File: config.mk
export PLATFORM = sky130hd
export DESIGN_NAME = mem_port_arbiter
export DESIGN_NICKNAME = d
export VERILOG_FILES = /design/src/rtl/arb_pkg.sv /design/src/rtl/rr_pick.sv /design/src/rtl/mem_port_arbiter.sv
export SDC_FILE = /design/constraint.sdc
export NUM_CORES = 1
export LEC_CHECK = 0
export ABC_AREA = 0
export BUFFER_PORTS_ARGS = -buffer_cell sky130_fd_sc_hd__buf_2
export CAP_MARGIN = 15
export CORE_AREA = 8 8 45 47
export DETAILED_ROUTE_END_ITERATION = 8
export DIE_AREA = 0 0 53 55
export GPL_TIMING_DRIVEN = 0
export HOLD_SLACK_MARGIN = 0.08
export PLACE_DENSITY = 0.67
export SLEW_MARGIN = 10
export SYNTH_ARGS = -nofsm -noshare
export SYNTH_HDL_FRONTEND = slang
export SYNTH_SLANG_ARGS = --single-unit
File: constraint.sdc
create_clock -name clk -period 4.2 [get_ports clk]
set_clock_uncertainty 0.1 [all_clocks]
set_input_delay 0.21 -clock clk [delete_from_list [all_inputs] [get_ports clk]]
set_output_delay 0.21 -clock clk [all_outputs]
set_load 0.01 [all_outputs]
File: src/rtl/arb_pkg.sv
// ============================================================================
// Module  : arb_pkg
// Brief   : Shared constants and state encoding for the memory-port arbiter.
// Revision: 1.0 - initial release
// ============================================================================
`default_nettype none

package arb_pkg;

  localparam int N_REQ = 4;
  localparam int SEL_W = 2;

  localparam logic [SEL_W-1:0] PTR_RST = 2'd3;

  typedef enum logic [0:0] {
    IDLE  = 1'b0,
    GRANT = 1'b1
  } state_t;

endpackage

`default_nettype wire

File: src/rtl/rr_pick.sv
// ============================================================================
// Module  : rr_pick
// Brief   : Combinational round-robin priority encoder (search from ptr+1).
// Revision: 1.0 - initial release
// ============================================================================
`default_nettype none

module rr_pick
  import arb_pkg::*;
(
  input  logic [N_REQ-1:0] req,
  input  logic [SEL_W-1:0] ptr,
  output logic             valid,
  output logic [SEL_W-1:0] win
);

  logic [SEL_W-1:0] idx;

  // Scan farthest-to-nearest so the nearest set bit after ptr is the final write.
  always_comb begin
    valid = 1'b0;
    win   = ptr;
    idx   = ptr;
    for (int i = N_REQ; i >= 1; i--) begin
      idx = ptr + SEL_W'(i);
      if (req[idx]) begin
        valid = 1'b1;
        win   = idx;
      end
    end
  end

endmodule

`default_nettype wire

File: src/rtl/mem_port_arbiter.sv
// ============================================================================
// Module  : mem_port_arbiter
// Brief   : 4-way round-robin arbiter for a shared 32-bit resource port.
//           Optional forced release on stuck grants via macro ARB_TIMEOUT_EN.
// Revision: 1.0 - initial release
// ============================================================================
`default_nettype none

module mem_port_arbiter
  import arb_pkg::*;
#(
  parameter int TIMEOUT_CYCLES = 64,
  parameter int TMO_W          = 7
) (
  input  logic             clk,
  input  logic             rst,
  input  logic [N_REQ-1:0] req,
  input  logic             done,
  output logic [N_REQ-1:0] grant,
  output logic [SEL_W-1:0] sel,
  output logic             busy,
  output logic             timeout_err
);

  state_t           state, state_next;
  logic [SEL_W-1:0] ptr, ptr_next, sel_next;
  logic [N_REQ-1:0] grant_next;
  logic             busy_next;
  logic             pick_valid;
  logic [SEL_W-1:0] pick_win;
  logic             force_rel;

  rr_pick u_pick (
    .req   (req),
    .ptr   (ptr),
    .valid (pick_valid),
    .win   (pick_win)
  );

  always_ff @(posedge clk) begin
    if (rst) begin
      state <= IDLE;
      ptr   <= PTR_RST;
      grant <= '0;
      sel   <= '0;
      busy  <= 1'b0;
    end else begin
      state <= state_next;
      ptr   <= ptr_next;
      grant <= grant_next;
      sel   <= sel_next;
      busy  <= busy_next;
    end
  end

  always_comb begin
    state_next = state;
    ptr_next   = ptr;
    grant_next = grant;
    sel_next   = sel;
    busy_next  = busy;
    unique case (state)
      IDLE: begin
        if (pick_valid) begin
          state_next = GRANT;
          grant_next = N_REQ'(1) << pick_win;
          sel_next   = pick_win;
          busy_next  = 1'b1;
          ptr_next   = pick_win;
        end
      end
      GRANT: begin
        // A forced release behaves exactly like done, including re-arbitration.
        if (done || force_rel) begin
          if (pick_valid) begin
            grant_next = N_REQ'(1) << pick_win;
            sel_next   = pick_win;
            ptr_next   = pick_win;
          end else begin
            state_next = IDLE;
            grant_next = '0;
            busy_next  = 1'b0;
          end
        end else if (!req[sel]) begin
          state_next = IDLE;
          grant_next = '0;
          busy_next  = 1'b0;
        end
      end
      default: begin
        state_next = IDLE;
        grant_next = '0;
        busy_next  = 1'b0;
      end
    endcase
  end

`ifdef ARB_TIMEOUT_EN
  logic [TMO_W-1:0] tmo_cnt;
  logic             new_grant;

  assign force_rel = (state == GRANT) && !done &&
                     (tmo_cnt == TMO_W'(TIMEOUT_CYCLES - 1));
  assign new_grant = (state_next == GRANT) &&
                     ((state == IDLE) || done || force_rel);

  always_ff @(posedge clk) begin
    if (rst) begin
      tmo_cnt     <= '0;
      timeout_err <= 1'b0;
    end else begin
      timeout_err <= force_rel;
      if (new_grant || state_next == IDLE)
        tmo_cnt <= '0;
      else if (state == GRANT && !done)
        tmo_cnt <= tmo_cnt + 1'b1;
    end
  end
`else
  logic unused_tmo;

  assign force_rel   = 1'b0;
  assign timeout_err = 1'b0;
  assign unused_tmo  = ^{TIMEOUT_CYCLES, TMO_W};
`endif

endmodule

`default_nettype wire

* After elaboration in Yosys (flattened, before gate mapping) *
Index checks and enable logic that the tools add are counted.

storage, ports and cells
  bits in registers = 10
  output and inout port bits = 8

cells by class
  add/sub/neg operators = 3
  multiplexer cells = 37
  reduce and logical (&&, ||, !) cells = 2
  order comparisons = 5
  bitwise logic cells = 1
  equal/unequal tests = 4
  shift operators = 1

operators with widths
  kind                   count
  $mux W1                16
  $mux W4                4
  $lt A2 B3 Y1 const B   5
  $mux W2                7
  $bmux W1 S2            5
  $pmux W2 S2            2
  $pmux W4 S2            1
  $ne A3 B3 Y1 const B   2
  $add A2 B2 Y2 const B  2
  $ne A2 B2 Y1 const B   2
  $pmux W1 S2            2
  $shl A1 B2 Y4 const A  1
  $reduce_and A3 Y1      1
  $add A2 B1 Y2 const B  1
  $reduce_and A2 Y1      1
  $not A1 Y1             1

* Longest topological paths before layout *
  depth in word-level cells = 10
  depth in mapped cells = 5
  gate-level depth less buffers = 4

* Modules after synthesis *
A second synthesis with hierarchy kept.

second synthesis, totals
  cell total of the unflattened synthesis = 65
  area, all modules = 599.3 µm²

by module, submodules not included
  module            area an instance (µm²)  instances  seq. area each (µm²)  cells each
  mem_port_arbiter  516.7                   1          200.2                 51
  rr_pick           82.6                    1          0.0                   14

* Worst setup path after synthesis *
Ideal clock, no wire load.

  path kind = reg2reg
  start = reg sel[1]
  end = reg grant[0]
  data arrival time = 1429 ps
  clock period less this slack = 1646 ps
  path slack = 2554 ps
  cell stages (with the launch flop) = 5
  setup time = 117 ps
  required time = 3983 ps
  path buffers = 0
  cells stage by stage = dfxtp_1 -> mux4_1 -> nand3b_1 -> a21oi_4 -> a22o_2

between the ends
  longest elaborated chain between the ends = 4

RTL lines
  element                             RTL line                RTL
  start, declared                     mem_port_arbiter.sv:20  output logic [SEL_W-1:0] sel,
  start signal, assigned              mem_port_arbiter.sv:51  sel <= sel_next;
  $bmux W1 S2                         mem_port_arbiter.sv:84  end else if (!req[sel]) begin
  $mux W1 (not written as such)       mem_port_arbiter.sv:84
  $ne A3 B3 Y1 (no source line)       n/a
  $reduce_and A2 Y1 (no source line)  n/a
  end signal, assigned                mem_port_arbiter.sv:50  grant <= grant_next;
  end, declared                       mem_port_arbiter.sv:19  output logic [N_REQ-1:0] grant,

No other way between the ends. The select of a mux whose other input is x is not followed.
A chain may end at the register's enable or synchronous reset.

* Final worst setup path *
Same ends and word-level chain as after synthesis.

==> out/results.ini <==
[worst_setup_path]
cp_max_fo = 4
r2r_start = sel[1]
reg2regPathDepth = 4
startpoint = sel[1]
crit_type = flop to flop
crit_arrival_ns = 1.77
crit_path_end = grant[0]
startpoint_type = flop
reg2reg_to = grant[0]
cp-end-kind = flop
r2r_setup_slack_ns = 2.49
cp.required_ns = 4.26

[timing]
slew_violations = 0
hold_slack_ns = 0.143
finalSetupViolCount = 0
setup_tns_ns = 0
rsz0062_at_grt = no
clock.fmax_mhz = 584
fin_crit_sh_pct = 40.8
fin_crit_ns = 1.71
final-hold-violation-count = 0

[global_route]
grtUsageTotal_pct = 8.39
grt_pass1_wl_um = 1870
global_route.overflow_total = 0
grt_max_degree = 10
first_global_vias = 487
antenna_found_initial = 0

[routing]
via_per_inst = 5.38
drc_errors = 0
drt_iter0_drc = 10
post_drt_wl_per_cell_um = 13.3
vias = 484
wirelength_um = 1200
dr.pass1.iters = 4
ant_nets = 0

[die]
start_util_pct = 38.4
fp-row-count = 14
dieArea_um2 = 2920
die_x_um = 53
die_y_um = 55
ios = 15
core_um2 = 1380

[pwr]
power.density_nw_per_um2 = 400
ir_drop_uv = 165
leakagePower_nw = 0.301
finalPower_w = 0.000259

[synth]
syn_inst = 58
synth_area_leaders = dfxtp_1 (38%), mux4_1 (4.9%), nor2_1 (4.2%)
syn-mean-instance-area_um2 = 9.17
syn-cell-area_um2 = 532
synth_fp_nets = 65
ys_seq_area_share_pct = 37.6
synth_cell_types = 29
synth.yosys.warnings = 0
yosysTopAreaCell = dfxtp_1
synth-seq-cells = 10
synth_top_area_share_pct = 37.6

[run_status]
outcome = finished clean

[clock_tree]
ctsHoldBuffers = 0
cts_tree = done
clkTransAtPathRegs_ns = 0.07
htreeDepth = 1
cts.path.max_buffers = 2
cts_buffers = 3
cts_root_buf = clkbuf_4
clock_latency_ns = 0.27
cts_setup_buffers = 0
cts_resized = 0
cts.sinks = 10

[layout]
fill_cells = 138
nets = 82
post-route-util_pct = 46.8
final_cell_area_um2 = 648
area_growth_pct = 21.9
multi_input_area_um2 = 310
layout_common_cells = buf_2 (14), dfxtp_1 (10), nor2_1 (6)
antenna-diode-count = 0
mostFrequentLayoutCell = buf_2
layout-drive-gt1-share_pct = 39.2
layout.area.seq_um2 = 200

[placement]
placed_area_um2 = 612
dpl.hpwl_um = 897
gp_congestion = 0.722
numPortBuffers = 12

[min_path]
hold_class = primary input to flop

[job]
max-cap-violations = 0

[report_power, final]
part           switching, W  internal, W   total, W
registers        0.00000693     0.000105   0.000112
logic             0.0000312    0.0000277  0.0000589
clock network     0.0000354    0.0000527  0.0000881
total             0.0000736     0.000185   0.000259
[how the worst min path moves through the flow]
stage               startpoint  slack, ns  cells past startpoint       end
floorplan                  rst       0.38                      2    sel[1]
global placement      grant[3]       0.35                      1  grant[3]
detailed placement    grant[3]       0.35                      1  grant[3]
CTS                        rst       0.15                      2      busy
global route               rst       0.16                      2      busy
finish                     rst       0.14                      2      busy
[logic make-up after synthesis]
kind of cell | Yosys count | share of synthesized area [%]
AND/OR/NAND/NOR | 26 | 27.5
other | 1 | 0.705
multiplexers | 3 | 8.94
buffers and inverters | 4 | 4.00
AO/OA/AOI/OAI | 14 | 21.2
flip-flops | 10 | 37.6
[cells in the mapped netlist]
cell type  number
a21oi_4         1
or4_4           1
conb_1          1
a2bb2oi_1       1
or3b_2          1
or2_2           1
nand3_1         2
a21o_1          1
o21ai_0         2
buf_4           1
a31oi_1         1
a21o_2          1
nand3b_1        2
mux4_1          1
nor2_1          6
nor3_1          2
or2_4           1
dfxtp_1        10
a32o_1          2
and3b_1         1
inv_1           1
a21oi_1         3
mux2i_1         1
nand2b_1        3
nand2_1         5
buf_2           2
and2_2          1
a22o_2          2
mux2_2          1
[worst max-delay path, cell delays in order (launching register included)]
cell      delay, ns
dfxtp_1        0.38
mux4_1         0.59
nand3b_1       0.18
a21oi_4        0.09
a22o_2         0.26
[state kept, by name, summed over array words and instances (netlist names)]
register,cells
grant,4
sel,2
state,1
busy,1
ptr,2
[routing by layer]
metal  part of all wire, %  vias to the layer above  global-route usage [%]  wire length (um)
li1                      -                      238                       -                 -
met1                    38                      227                    7.22               461
met2                    53                       15                    16.6               638
met3                   5.9                        4                    2.14                71
met4                   2.3                        0                    5.60                28
met5                     0                        -                       0                 0
[per-stage QoR]
step	worst slack [ns]	cells
finish	2.49	90
global route	2.45	90
CTS	2.50	90
detailed placement	2.51	86
global placement	2.52	86
floorplan	2.55	58
[cell type report]
cell class / count / area share [%]
Multi-Input combinational cell: 44 / 47.9
Sequential cell: 10 / 30.9
Timing Repair Buffer: 12 / 9.27
Clock buffer: 4 / 5.60
Tap cell: 16 / 3.09
Buffer: 3 / 2.70
Inverter: 1 / 0.579
(Power assumes the default switching activity.)
